File: src/rtl/gpu_pkg.sv
// Shared types and constants for the triangle scheduler.
package gpu_pkg;

  typedef enum logic [2:0] {
    IDLE   = 3'd0,
    FETCH  = 3'd1,
    VERTEX = 3'd2,
    PIXEL  = 3'd3,
    DONE   = 3'd4
  } sched_state_t;

  localparam int VERTICES_PER_TRI = 3;

  function automatic logic is_stage(input sched_state_t s);
    return (s == FETCH) || (s == VERTEX) || (s == PIXEL);
  endfunction

endpackage

File: src/rtl/triangle_scheduler_if.sv
// Start/done handshakes and current triangle addresses towards the render stages.
interface triangle_scheduler_if #(
  parameter int ADDR_WIDTH = 32
);

  logic                  fetch_start;
  logic                  fetch_eoc;
  logic                  ver_start;
  logic                  ver_eoc;
  logic                  pix_start;
  logic                  pix_eoc;
  logic [ADDR_WIDTH-1:0] curr_addr_vertex;
  logic [ADDR_WIDTH-1:0] curr_addr_color;

  modport master (
    output fetch_start, ver_start, pix_start, curr_addr_vertex, curr_addr_color,
    input  fetch_eoc, ver_eoc, pix_eoc
  );

  modport slave (
    input  fetch_start, ver_start, pix_start, curr_addr_vertex, curr_addr_color,
    output fetch_eoc, ver_eoc, pix_eoc
  );

endinterface

File: src/rtl/sched_watchdog.sv
// Per-stage watchdog: counts cycles spent in a stage, restarted by each start pulse.
module sched_watchdog #(
  parameter int TIMEOUT_CYCLES = 65535
) (
  input  logic clk,
  input  logic rst,
  input  logic clear,
  input  logic enable,
  output logic expired
);

  localparam int CNT_W = (TIMEOUT_CYCLES < 1) ? 1 : $clog2(TIMEOUT_CYCLES + 1);
  localparam logic [CNT_W-1:0] LIMIT = CNT_W'(TIMEOUT_CYCLES);

  logic [CNT_W-1:0] cnt_q;

  // The start cycle itself is the first counted cycle, so a clear loads 1.
  always_ff @(posedge clk or posedge rst) begin
    if (rst) begin
      cnt_q <= '0;
    end else if (clear) begin
      cnt_q <= CNT_W'(1);
    end else if (enable && (cnt_q != LIMIT)) begin
      cnt_q <= cnt_q + CNT_W'(1);
    end
  end

  // The count left over from a previous stage is masked during the start cycle.
  assign expired = enable && !clear && (cnt_q == LIMIT);

endmodule

File: src/rtl/triangle_scheduler.sv
// Walks a frame triangle by triangle through fetch, vertex and pixel stages.
module triangle_scheduler
  import gpu_pkg::*;
#(
  parameter int ADDR_WIDTH     = 32,
  parameter int VERTEX_SIZE    = 6,
  parameter int COLOR_BYTES    = 2,
  parameter int TIMEOUT_CYCLES = 65535
) (
  input  logic                   clk,
  input  logic                   reset,
  input  logic                   frame_start,
  input  logic [31:0]            triangles_count,
  input  logic [ADDR_WIDTH-1:0]  base_addr_vertex,
  input  logic [ADDR_WIDTH-1:0]  base_addr_color,
  triangle_scheduler_if.master   stg,
  output logic                   frame_end,
  output logic                   busy,
  output logic [31:0]            tri_index,
  output logic                   timeout_err
);

  localparam logic [ADDR_WIDTH-1:0] VTX_STRIDE = ADDR_WIDTH'(VERTICES_PER_TRI * VERTEX_SIZE);
  localparam logic [ADDR_WIDTH-1:0] COL_STRIDE = ADDR_WIDTH'(COLOR_BYTES);

  // Assert follows reset immediately; release is delayed two clk edges.
  logic rst_meta;
  logic rst;

  always_ff @(posedge clk or posedge reset) begin
    if (reset) begin
      rst_meta <= 1'b1;
      rst      <= 1'b1;
    end else begin
      rst_meta <= 1'b0;
      rst      <= rst_meta;
    end
  end

  sched_state_t          state_q, state_d;
  logic [31:0]           count_q, count_d;
  logic [31:0]           tri_q, tri_d;
  logic [ADDR_WIDTH-1:0] addr_v_q, addr_v_d;
  logic [ADDR_WIDTH-1:0] addr_c_q, addr_c_d;
  logic                  fetch_start_q, fetch_start_d;
  logic                  ver_start_q, ver_start_d;
  logic                  pix_start_q, pix_start_d;
  logic                  frame_end_q, frame_end_d;
  logic                  busy_q, busy_d;
  logic                  err_q, err_d;
  logic                  wd_expired;
  logic                  fetch_ok, ver_ok, pix_ok, last_tri;

  sched_watchdog #(
    .TIMEOUT_CYCLES (TIMEOUT_CYCLES)
  ) u_watchdog (
    .clk     (clk),
    .rst     (rst),
    .clear   (fetch_start_q | ver_start_q | pix_start_q),
    .enable  (is_stage(state_q)),
    .expired (wd_expired)
  );

  // An eoc counts only in its own state and never in that state's start cycle.
  assign fetch_ok = (state_q == FETCH)  && stg.fetch_eoc && !fetch_start_q;
  assign ver_ok   = (state_q == VERTEX) && stg.ver_eoc   && !ver_start_q;
  assign pix_ok   = (state_q == PIXEL)  && stg.pix_eoc   && !pix_start_q;
  assign last_tri = (tri_q == (count_q - 32'd1));

  always_comb begin
    state_d       = state_q;
    count_d       = count_q;
    tri_d         = tri_q;
    addr_v_d      = addr_v_q;
    addr_c_d      = addr_c_q;
    err_d         = err_q;
    fetch_start_d = 1'b0;
    ver_start_d   = 1'b0;
    pix_start_d   = 1'b0;
    frame_end_d   = 1'b0;
    busy_d        = 1'b0;
    case (state_q)
      IDLE: begin
        if (frame_start) begin
          count_d  = triangles_count;
          addr_v_d = base_addr_vertex;
          addr_c_d = base_addr_color;
          tri_d    = 32'd0;
          err_d    = 1'b0;
          if (triangles_count == 32'd0) begin
            state_d = DONE;
          end else begin
            state_d       = FETCH;
            fetch_start_d = 1'b1;
          end
        end
      end
      FETCH: begin
        if (fetch_ok) begin
          state_d     = VERTEX;
          ver_start_d = 1'b1;
        end else if (wd_expired) begin
          err_d       = 1'b1;
          state_d     = DONE;
          frame_end_d = 1'b1;
        end
      end
      VERTEX: begin
        if (ver_ok) begin
          state_d     = PIXEL;
          pix_start_d = 1'b1;
        end else if (wd_expired) begin
          err_d       = 1'b1;
          state_d     = DONE;
          frame_end_d = 1'b1;
        end
      end
      PIXEL: begin
        if (pix_ok) begin
          if (last_tri) begin
            state_d     = DONE;
            frame_end_d = 1'b1;
          end else begin
            state_d       = FETCH;
            fetch_start_d = 1'b1;
            tri_d         = tri_q + 32'd1;
            addr_v_d      = addr_v_q + VTX_STRIDE;
            addr_c_d      = addr_c_q + COL_STRIDE;
          end
        end else if (wd_expired) begin
          err_d       = 1'b1;
          state_d     = DONE;
          frame_end_d = 1'b1;
        end
      end
      DONE: begin
        // An empty frame enters DONE without the pulse and raises it one cycle later.
        if (frame_end_q) begin
          state_d = IDLE;
        end else begin
          frame_end_d = 1'b1;
        end
      end
      default: state_d = IDLE;
    endcase
    busy_d = (state_d != IDLE);
  end

  always_ff @(posedge clk or posedge rst) begin
    if (rst) begin
      state_q       <= IDLE;
      count_q       <= 32'd0;
      tri_q         <= 32'd0;
      addr_v_q      <= '0;
      addr_c_q      <= '0;
      fetch_start_q <= 1'b0;
      ver_start_q   <= 1'b0;
      pix_start_q   <= 1'b0;
      frame_end_q   <= 1'b0;
      busy_q        <= 1'b0;
      err_q         <= 1'b0;
    end else begin
      state_q       <= state_d;
      count_q       <= count_d;
      tri_q         <= tri_d;
      addr_v_q      <= addr_v_d;
      addr_c_q      <= addr_c_d;
      fetch_start_q <= fetch_start_d;
      ver_start_q   <= ver_start_d;
      pix_start_q   <= pix_start_d;
      frame_end_q   <= frame_end_d;
      busy_q        <= busy_d;
      err_q         <= err_d;
    end
  end

  assign stg.fetch_start      = fetch_start_q;
  assign stg.ver_start        = ver_start_q;
  assign stg.pix_start        = pix_start_q;
  assign stg.curr_addr_vertex = addr_v_q;
  assign stg.curr_addr_color  = addr_c_q;
  assign frame_end            = frame_end_q;
  assign busy                 = busy_q;
  assign tri_index            = tri_q;
  assign timeout_err          = err_q;

endmodule

File: src/flat_wrapper.sv
// flat-port wrapper written by rule: the top's interface ports become plain ports
module triangle_scheduler_flat import gpu_pkg::*;
#(
  parameter int ADDR_WIDTH     = 32,
  parameter int VERTEX_SIZE    = 6,
  parameter int COLOR_BYTES    = 2,
  parameter int TIMEOUT_CYCLES = 65535
)
  (clk, reset, frame_start, triangles_count, base_addr_vertex, base_addr_color, frame_end, busy, tri_index, timeout_err, stg_fetch_start, stg_ver_start, stg_pix_start, stg_curr_addr_vertex, stg_curr_addr_color, stg_fetch_eoc, stg_ver_eoc, stg_pix_eoc);
  triangle_scheduler_if #(.ADDR_WIDTH(ADDR_WIDTH)) stg_i ();
  input  logic clk;
  input  logic reset;
  input  logic frame_start;
  input  logic [31:0] triangles_count;
  input  logic [ADDR_WIDTH-1:0] base_addr_vertex;
  input  logic [ADDR_WIDTH-1:0] base_addr_color;
  output logic frame_end;
  output logic busy;
  output logic [31:0] tri_index;
  output logic timeout_err;
  output wire logic [$bits(stg_i.fetch_start)-1:0] stg_fetch_start;
  output wire logic [$bits(stg_i.ver_start)-1:0] stg_ver_start;
  output wire logic [$bits(stg_i.pix_start)-1:0] stg_pix_start;
  output wire logic [$bits(stg_i.curr_addr_vertex)-1:0] stg_curr_addr_vertex;
  output wire logic [$bits(stg_i.curr_addr_color)-1:0] stg_curr_addr_color;
  input wire logic [$bits(stg_i.fetch_eoc)-1:0] stg_fetch_eoc;
  input wire logic [$bits(stg_i.ver_eoc)-1:0] stg_ver_eoc;
  input wire logic [$bits(stg_i.pix_eoc)-1:0] stg_pix_eoc;
  assign stg_fetch_start = stg_i.fetch_start;
  assign stg_ver_start = stg_i.ver_start;
  assign stg_pix_start = stg_i.pix_start;
  assign stg_curr_addr_vertex = stg_i.curr_addr_vertex;
  assign stg_curr_addr_color = stg_i.curr_addr_color;
  assign stg_i.fetch_eoc = stg_fetch_eoc;
  assign stg_i.ver_eoc = stg_ver_eoc;
  assign stg_i.pix_eoc = stg_pix_eoc;
  triangle_scheduler #(.ADDR_WIDTH(ADDR_WIDTH), .VERTEX_SIZE(VERTEX_SIZE), .COLOR_BYTES(COLOR_BYTES), .TIMEOUT_CYCLES(TIMEOUT_CYCLES)) u_core (.clk(clk), .reset(reset), .frame_start(frame_start), .triangles_count(triangles_count), .base_addr_vertex(base_addr_vertex), .base_addr_color(base_addr_color), .stg(stg_i), .frame_end(frame_end), .busy(busy), .tri_index(tri_index), .timeout_err(timeout_err));
endmodule
File: config.mk
export PLATFORM = sky130hd
export DESIGN_NAME = triangle_scheduler_flat
export DESIGN_NICKNAME = d
export VERILOG_FILES = /design/src/rtl/gpu_pkg.sv /design/src/rtl/triangle_scheduler_if.sv /design/src/rtl/sched_watchdog.sv /design/src/rtl/triangle_scheduler.sv /design/src/flat_wrapper.sv
export SDC_FILE = /design/constraint.sdc
export NUM_CORES = 1
export LEC_CHECK = 0
export ABC_AREA = 1
export CAP_MARGIN = 30
export CELL_PAD_IN_SITES_DETAIL_PLACEMENT = 0
export CELL_PAD_IN_SITES_GLOBAL_PLACEMENT = 1
export CORE_ASPECT_RATIO = 0.7
export CORE_UTILIZATION = 38
export CTS_BUF_LIST = sky130_fd_sc_hd__clkbuf_4 sky130_fd_sc_hd__clkbuf_8
export DETAILED_ROUTE_END_ITERATION = 7
export PLACE_DENSITY_LB_ADDON = 0.1
export SYNTH_ARGS = -nofsm -noshare
export SYNTH_HDL_FRONTEND = slang
export SYNTH_SLANG_ARGS = --single-unit
File: constraint.sdc
create_clock -name clk -period 5.2 [get_ports clk]
set_input_delay 1.3 -clock clk [delete_from_list [all_inputs] [get_ports clk]]
set_output_delay 1.3 -clock clk [all_outputs]
set_load 0.02 [all_outputs]
# Word-level counts from Yosys, hierarchy flattened
# Index checks and enable logic that the tools add are counted.
# op_classes
reduce_logical	24
div	0
n_mul	0
n_shift	0
order_cmp	0
eq_ne	13
n_mux	45
n_bitwise	2
add_sub_neg	5
# op_table
op	count
2-to-1 mux 32 bit	9
case mux 32 bit (2 select lines)	3
adder 32 x 1 -> 32 bit, second input constant	1
adder 32 x 2 -> 32 bit, second input constant	1
adder 32 x 5 -> 32 bit, second input constant	1
equality test 32 bit	1
logical NOT 32 bit	1
2-to-1 mux 16 bit	2
subtractor 32 x 1 -> 32 bit, second input constant	1
2-to-1 mux 3 bit	8
2-to-1 mux 1 bit	19
adder 16 x 1 -> 16 bit, second input constant	1
equality test 16 bit, second input constant	1
!= test 16 bit, second input constant	1
case mux 3 bit (5 select lines)	1
!= test 2 bit, second input constant	5
logical AND 1 bit	9
case mux 1 bit (4 select lines)	2
equality test 3 x 2 -> 1 bit, second input constant	2
AND reduction 5 bit	1
logical NOT 1 bit	4
AND reduction 4 bit	1
nonzero test 2 bit	2
nonzero test 4 bit	1
9 further kinds	11
# word_totals
elab_cells	103
latch_bits	0
output_inout_bits	102
memories	0
register_bits	155
romBits	0
inputBits	102
ramBits	0

# Logic depth before layout (Yosys ltp)
# Gate-level depths: netlist of run 1.
# logic_depth
word_depth	9
ltp_mapped	19
depth_no_buf	18

# Hierarchy
# A second synthesis of run 1 with hierarchy kept.
# unflattened
hier_cells	1528
hier_area_um2	10856.7
# by_module_without_submodules
module	seq_area_each_um2	area_per_inst_um2	n_inst	cells_per_inst
triangle_scheduler	3480.8	9820.7	1	1382
sched_watchdog	400.4	1036.0	1	146

# Worst setup path after synthesis of run 1
# Ideal clock, no wire load.
# synth_path
path_kind	input-to-reg
from	input port triangles_count[13]
to	register u_core.busy_q, in the netlist u_core.busy
n_path_buf	0
required_time_ps	5069
arrival_time_ps	2283
cell_stages	7
path_slack_ps	2786
setup_time_ps	131
cell_sequence	nor4_1 > and3b_1 > nand3_1 > o21ai_0 > o211ai_1 > a21oi_1 > nand3_1
# synth_between
elab_chain_cells	5
# synth_lines
element	line	rtl
start: declaration	flat_wrapper.sv:14	input logic [31:0] triangles_count;
logical NOT 32 bit	triangle_scheduler.sv:90	if (triangles_count == 32'd0) begin
2-to-1 mux 3 bit	triangle_scheduler.sv:90	
2-to-1 mux 3 bit	triangle_scheduler.sv:84	if (frame_start) begin
case mux 3 bit (5 select lines)	triangle_scheduler.sv:82	case (state_q)
nonzero test 3 bit	triangle_scheduler.sv:146	busy_d = (state_d != IDLE);
named net u_core.busy_d	triangle_scheduler.sv:49	logic busy_q, busy_d;
end signal: assignment	triangle_scheduler.sv:172	busy_q <= busy_d;
end: declaration	triangle_scheduler.sv:49	
# The timed path passes the listed nets, and every way through them passes these cells.
# A chain may end at the register's enable or synchronous reset.

# Worst setup path in the final report of run 1
# layout_path
from	register u_core.count_q[0]
to	register u_core.addr_v_q[31], in the netlist u_core.stg.curr_addr_vertex[31]
# layout_between
elab_chain_cells	4
# layout_lines
element	line	rtl
start: declaration	triangle_scheduler.sv:41	logic [31:0] count_q, count_d;
start signal: assignment	triangle_scheduler.sv:164	count_q <= count_d;
subtractor 32 x 1 -> 32 bit	triangle_scheduler.sv:68	assign last_tri = (tri_q == (count_q - 32'd1));
equality test 32 bit	triangle_scheduler.sv:68	
!= test 2 bit (no line)	-	
AND reduction 4 bit (no line)	-	
end signal: assignment	triangle_scheduler.sv:166	addr_v_q <= addr_v_d;
end: declaration	triangle_scheduler.sv:43	logic [ADDR_WIDTH-1:0] addr_v_q, addr_v_d;
# Every way passes these cells.

==> results of run 1 <==
-- worst max path at each step --
stage	depth (start not counted)	from	slack [ns]	endpoint
global placement	7	frame_start	1.72	u_core.stg.curr_addr_vertex[31]$_DFFE_PP0P_
CTS	14	u_core.count_q[1]$_DFFE_PP0P_	1.71	u_core.stg.curr_addr_vertex[31]$_DFFE_PP0P_
detailed placement	7	frame_start	1.65	u_core.stg.curr_addr_vertex[31]$_DFFE_PP0P_
global route	15	u_core.count_q[1]$_DFFE_PP0P_	1.35	u_core.stg.curr_addr_color[31]$_DFFE_PP0P_
finish	14	u_core.count_q[0]$_DFFE_PP0P_	1.65	u_core.stg.curr_addr_vertex[31]$_DFFE_PP0P_
floorplan	1	u_core.rst$_DFF_PP1_	0.75	u_core.busy$_DFF_PP0_
-- area by class of cell --
| cell class | instances | area [sq um] | share of cell area [%] |
|---|---|---|---|
| Multi-Input combinational cell | 1153 | 5620 | 42.6 |
| Sequential cell | 155 | 3880 | 29.4 |
| Timing Repair Buffer | 212 | 2110 | 16.0 |
| Inverter | 189 | 714 | 5.42 |
| Tap cell | 364 | 455 | 3.45 |
| Clock buffer | 17 | 234 | 1.77 |
| Clock inverter | 15 | 174 | 1.32 |
-- synthesized netlist by cell type (4+ instances only) --
library cell	n
nand2_1	487
inv_1	184
dfrtp_1	153
nor2_1	153
o21ai_0	101
nand3_1	72
xor2_1	59
nand4_1	51
nor3_1	49
o21ai_1	39
nor4_1	26
a21oi_1	22
clkbuf_1	19
xnor2_1	17
o211ai_1	14
buf_6	13
buf_1	9
nor2_2	6
ha_1	5
inv_2	5
o31ai_1	5
or2_2	5
a21boi_0	4
a31oi_1	4
buf_2	4
nor3b_1	4
o211ai_2	4
-- cells in the final DEF (no fill, tap or decap), types with 2 or more instances in the layout --
master	netlist	layout
a21boi_0	4	4
a21oi_1	22	22
a31oi_1	4	4
buf_4	3	8
bufinv_16	0	3
clkbuf_8	0	17
clkdlybuf4s50_1	0	203
clkinv_2	0	6
clkinv_4	0	3
dfrtp_1	153	153
dfstp_2	2	2
ha_1	5	5
inv_1	184	182
inv_2	5	6
inv_6	0	2
mux2i_1	3	3
nand2_1	487	487
nand2_2	2	2
nand2_4	2	2
nand3_1	72	72
nand3b_1	2	2
nand4_1	51	51
nor2_1	153	151
nor2_2	6	6
nor2_4	3	5
nor3_1	49	49
nor3b_1	4	4
nor4_1	26	26
o211ai_1	14	14
o211ai_2	4	4
o21a_1	2	2
o21ai_0	101	101
o21ai_1	39	39
o21bai_1	3	3
o31ai_1	5	5
or2_2	5	5
xnor2_1	17	17
xor2_1	59	59
-- cells by family (layout without fill, tap and decap cells) --
kind of cell | count (synthesis) | count (layout) | synth area share, %
AND/OR/NAND/NOR | 866 | 866 | 35.4
AO/OA/AOI/OAI | 202 | 202 | 10.8
XOR/XNOR | 76 | 76 | 6.35
other | 1 | 1 | 0.0357
buffers and inverters | 237 | 433 | 9.57
multiplexers | 3 | 3 | 0.286
adder cells (fa/ha/maj) | 5 | 5 | 0.596
flip-flops | 155 | 155 | 37.0
-- worst max-delay path: cells and delay by family (launching register included) --
family	cells	cell delay (ns)
fa+ha+maj	1	0.27
flops	1	0.42
simple gates	9	1.62
buf+inv	2	0.69
compound gates	1	0.21
xor+xnor	1	0.16
-- stage by stage --
step | cells | area, sq um
after global placement | 2073 | 12800
final | 2105 | 13200
after global routing | 2105 | 13200
after CTS | 2105 | 13200
after floorplan | 1545 | 10500
after detailed placement | 2073 | 12800
-- routing by layer --
metal | part of all wire, % | wire (microns) | GRT usage, %
met1 | 51 | 18100 | 39.4
met2 | 42 | 14700 | 36.0
met3 | 6.2 | 2190 | 4.21
met4 | 0.65 | 229 | 4.66
met5 | 0 | 0 | 0
-- flip-flops by register name (all words and copies together), names as in the netlist --
signal                       cells
u_core.frame_end                 1
u_core.rst                       1
u_core.u_watchdog.cnt_q         16
u_core.stg.curr_addr_color      32
u_core.count_q                  32
u_core.timeout_err               1
u_core.stg.pix_start             1
u_core.stg.ver_start             1
u_core.rst_meta                  1
u_core.tri_index                32
u_core.state_q                   3
u_core.stg.curr_addr_vertex     32
u_core.stg.fetch_start           1
u_core.busy                      1
-- power groups by stage --
stage,logic (uW),registers (uW),clock network (uW)
after floorplan,2390,2340,0
after CTS,3850,2170,1020
after global routing,4270,2240,1070
after detailed placement,3830,2180,0
final,3830,2180,995
after global placement,3790,2190,0
==> flow_summary.ini, run 1 <==
[status]
status = complete, no violations

[synth]
netlist_instances = 1545
yosysUniqueCellTypes = 45
synthArstFlopShare_pct = 100
synth_edf_count = 0
yosysTopAreaCell = dfrtp_1
yosys-top-cells-area = dfrtp_1 (36%), nand2_1 (17%), inv_1 (6.6%), nor2_1 (5.5%), xor2_1 (4.9%)
synth_top_area_share_pct = 36.5
seq_area_frac_synth_pct = 37.0
synth.net_count = 1652
ys_seq_elements = 155
avgSynthCellArea_sq_um = 6.79
netlist_area_sq_um = 10500
synth_warnings = 0
synth_flop_cell = dfrtp_1

[power]
irDropWorstVdd_v = 0.000360
sw_frac_of_total_pct = 50.3
p_clk_share_pct = 14.2
p_per_area_nw_per_um2 = 531
p_int_uw = 3480
p_total_uw = 7000
netSwitchingPower_uw = 3520
seqPwrFrac_pct = 31.1
p_comb_share_pct = 54.7
power_leakage_uw = 0.00582

[cells_and_area]
drive_gt1_share_pct = 4.37
n_antenna_cell = 0
n_fill_cell = 2766
fin_nets = 1835
fin_util_pct = 49.0
area_growth_syn_to_layout_pct = 25.8

[timing]
finClkSkew_ns = 0.0196
finalSetupViolations = 0
hold_viol = 0
setup_tns_ns = 0
grt_setup_unrepaired = false
slew_headroom_pct = 42.7
hold_slack_ns = 0.361
worst_pin_slew_ns = 0.860
setup_slack_ns = 1.65
max_freq_ghz = 0.282
min_period_ns = 3.55
drv_slew = 0
post-route-period-util_pct = 68.3

[setup_path]
cp_cell_sequence = inv_2, ha_1, nand3_4, nor2_1, nand2_1, xor2_1, nor2_1, nand3_1, nor2_1, nand3_1, nand2_2, nand2_4, inv_2, o21ai_0
crit_fanout = 43
cp_common_cell = nor2_1
crit_required_ns = 5.52
cpPeakStageDelay_ns = 0.59
reg2reg_from = u_core.count_q[0]$_DFFE_PP0P_
reg2regPathDepth = 14
r2r_slack_ns = 1.65
crit_path_end_kind = flop
r2r_end = u_core.stg.curr_addr_vertex[31]$_DFFE_PP0P_
worstSetupPathType = flop to flop
cpMaxStageDelayCell = inv_2
cp.arrival_ns = 3.87
startpoint_type = flop

[drt]
drtIter0Drc = 822
first_pass_iters = 5
viasPerCell = 5.12
ant_nets = 0
wl_microns = 35300
via_count = 10800
post_drt_wl_per_cell_microns = 16.8
drc = 0

[hold_path]
hold_end = u_core.rst$_DFF_PP1_
hold_depth = 0
worst_hold_path_type = flop to flop
min_from = u_core.rst_meta$_DFF_PP1_

[placement]
place_congestion = 0.898
post-place-ws_ns = 1.65
portBuffers = 203
dpl.hpwl_microns = 26700

[global_routing]
grt_antenna_before_repair = 0
overflow = 0
grt_pass1_vias = 9922
grt_pass1_wl_microns = 55800
grt_max_degree = 109
grt_use_total_pct = 25.2

[clocking]
hold_buffers = 0
path_clk_slew_ns = 0.09
clock_latency_ns = 0.48
cts_tree = yes
cts_made_buffers = 17
htreeDepth = 4
cts_setup_buffers = 0
cts_root_buffer = clkbuf_8
cts_buffer_depth = 2
cts.sinks = 155
cts_resized = 0

[floorplanning]
die_h_microns = 141
core_sq_um = 26900
placementRows = 50
die-area_sq_um = 28300
die_x_microns = 201
ioPinCount = 204
initial_core_util_pct = 39.0

[flow_run]
drv_cap = 0
Note: power is estimated with default switching activity, not from simulation.
==> run 2, diff against run 1 <==
--- a/config.mk
+++ b/config.mk
@@ -10,7 +10,7 @@
 export CELL_PAD_IN_SITES_DETAIL_PLACEMENT = 0
 export CELL_PAD_IN_SITES_GLOBAL_PLACEMENT = 1
 export CORE_ASPECT_RATIO = 0.7
-export CORE_UTILIZATION = 38
+export CORE_UTILIZATION = 35
 export CTS_BUF_LIST = sky130_fd_sc_hd__clkbuf_4 sky130_fd_sc_hd__clkbuf_8
 export DETAILED_ROUTE_END_ITERATION = 7
 export PLACE_DENSITY_LB_ADDON = 0.1
==> constraint.sdc (replaced) <==
create_clock -name clk -period 3.1 [get_ports clk]
set_input_delay 0.775 -clock clk [delete_from_list [all_inputs] [get_ports clk]]
set_output_delay 0.775 -clock clk [all_outputs]
set_load 0.02 [all_outputs]
==> run 2 against run 1 <==
Effect of this change:
- highest routed layer unchanged
- clock power grew 50%
- critical path depth rose by 3
- sequential share of layout area shrank 0.54 points
- critical endpoint is now u_core.tri_index[4]$_DFFE_PP0P_
- first-iteration DRC count is 1.8% lower
- non-clock buffer count increased by 30
- largest power group unchanged
- wire length rose by 9.4%
- critical path type unchanged
==> flow_summary.ini, run 2 (synthesis gave the netlist of run 1 again) <==
[cells_and_area]
fin_nets = 1865
area_growth_syn_to_layout_pct = 28.1
fin_area_sq_um = 13400
regArea_sq_um = 3880
final_common_cell = nand2_1
n_fill_cell = 3020
drive_gt1_share_pct = 5.94
layout_common_cells = nand2_1 (487), clkdlybuf4s50_1 (203), inv_1 (182)
multi_input_area_sq_um = 5630

[power]
p_per_area_nw_per_um2 = 887
power_leakage_uw = 0.00596
irDropWorstVdd_v = 0.000449

[drt]
drc = 0
drtIter0Drc = 807
via_count = 10900
viasPerCell = 5.09
ant_nets = 0
wl_microns = 38600
first_pass_iters = 5
post_drt_wl_per_cell_microns = 18.0

[timing]
drv_slew = 0
worst_pin_slew_ns = 0.958
setup_tns_ns = 0
post-route-period-util_pct = 90.2
min_period_ns = 2.80
grt_setup_unrepaired = false
max_freq_ghz = 0.358
finClkSkew_ns = 0.0138
slew_headroom_pct = 36.1
finalSetupViolations = 0
hold_viol = 0
hold_slack_ns = 0.363

[clocking]
path_clk_slew_ns = 0.09
htreeDepth = 4
clock_latency_ns = 0.49
cts_tree = yes
hold_buffers = 0
cts_buffer_depth = 2
cts_root_buffer = clkbuf_8
cts.sinks = 155
cts_made_buffers = 17

[hold_path]
min_from = u_core.rst_meta$_DFF_PP1_
hold_depth = 0
worst_hold_path_type = flop to flop
hold_end = u_core.rst$_DFF_PP1_

[placement]
portBuffers = 203
place_congestion = 0.906
placed_cell_area_sq_um = 13000
dpl.hpwl_microns = 29500

[setup_path]
cpPeakStageDelay_ns = 0.42
reg2reg_from = u_core.count_q[0]$_DFFE_PP0P_
startpoint_type = flop
r2r_slack_ns = 0.30
crit_path_end_kind = flop
r2r_end = u_core.tri_index[4]$_DFFE_PP0P_
cp_common_cell = nor2_1
worstSetupPathType = flop to flop
reg2regPathDepth = 17
cp.arrival_ns = 3.21
crit_fanout = 60
cp_cell_sequence = inv_2, ha_1, nand3_4, nor2_1, nand2_1, nor2_1, nand3_1, nand2_1, nor2_1, nand2_1, nor2_1, nand3_1, nand2_2, nand2_4, buf_8, nand4_1, o21ai_1
critPathTopFamily = simple AND/OR/NAND/NOR gates
cp.buffers_inverters = 2
cpMaxStageDelayCell = dfrtp_1
crit_required_ns = 3.51

[global_routing]
grt_use_total_pct = 25.7
grt_max_degree = 154
grt_pass1_vias = 10200
grt_antenna_before_repair = 1
grt_pass1_wl_microns = 60300
overflow = 0

[floorplanning]
placementRows = 52
die_x_microns = 209
die_h_microns = 147
core_sq_um = 29200
ioPinCount = 204
initial_core_util_pct = 35.9
die-area_sq_um = 30700

[status]
status = complete, no violations

[flow_run]
drv_cap = 0
==> run 2: worst max path at each step <==
stage	startpoint	end	slack (ns)	cells past startpoint
finish	u_core.count_q[0]$_DFFE_PP0P_	u_core.tri_index[4]$_DFFE_PP0P_	0.30	17
global placement	triangles_count[21]	u_core.busy$_DFF_PP0_	0.20	7
detailed placement	u_core.count_q[0]$_DFFE_PP0P_	u_core.stg.curr_addr_vertex[29]$_DFFE_PP0P_	0.16	17
global route	u_core.count_q[0]$_DFFE_PP0P_	u_core.stg.curr_addr_vertex[29]$_DFFE_PP0P_	0.008	17
floorplan	u_core.count_q[0]$_DFFE_PP0P_	u_core.stg.curr_addr_color[13]$_DFFE_PP0P_	0.77	17
CTS	u_core.count_q[0]$_DFFE_PP0P_	u_core.tri_index[4]$_DFFE_PP0P_	0.14	17
==> run 2: layout make-up <==
class	count	area share (%)
clock inverters	5	0.270
flip-flops and latches	155	28.9
inverters	189	5.31
well taps	378	3.52
multi-input cells	1153	41.9
diodes	1	0.0186
repair buffers	242	17.7
clock buffers	25	2.42
==> run 2: layer usage <==
metal / track usage (%) / vias to the layer above / routed length, microns
met1: 41.5 / 5097 / 20200
met2: 32.9 / 382 / 14700
li1: - / 5427 / -
met5: 0 / - / 0
met4: 4.71 / 0 / 395
met3: 7.27 / 21 / 3230
==> run 2: where the power goes <==
part | switching (uW) | internal, uW
combinational | 4280 | 2440
clock | 815 | 679
sequential | 966 | 2740
==> run 2: worst register-to-register path: stages (launching register included) <==
cell and delay (ns):
dfrtp_1 0.42, inv_2 0.10, ha_1 0.25, nand3_4 0.13, nor2_1 0.24, nand2_1 0.15
nor2_1 0.15, nand3_1 0.09, nand2_1 0.08, nor2_1 0.04, nand2_1 0.06, nor2_1 0.05
nand3_1 0.09, nand2_2 0.15, nand2_4 0.15, buf_8 0.32, nand4_1 0.16, o21ai_1 0.12
==> run 2: per-stage QoR <==
stage | worst slack (ns) | power (uW) | instances | utilization, %
2_1_floorplan | 0.766 | 7940 | 1545 | -
3_3_place_gp | 0.195 | 10300 | 2114 | 44.6
3_5_place_dp | 0.158 | 10300 | 2114 | 44.6
4_1_cts | 0.145 | 11900 | 2144 | 45.8
5_1_grt | 0.00834 | 12900 | 2148 | 46.0
6_report | 0.303 | 11900 | 2148 | 46.0
==> run 2: timing repair <==
| item | 4_1_cts | 5_1_grt |
|---|---|---|
| setup endpoints to repair | 0 | 56 |
| setup buffers | 0 | 3 |
| gates resized for setup | 0 | 7 |
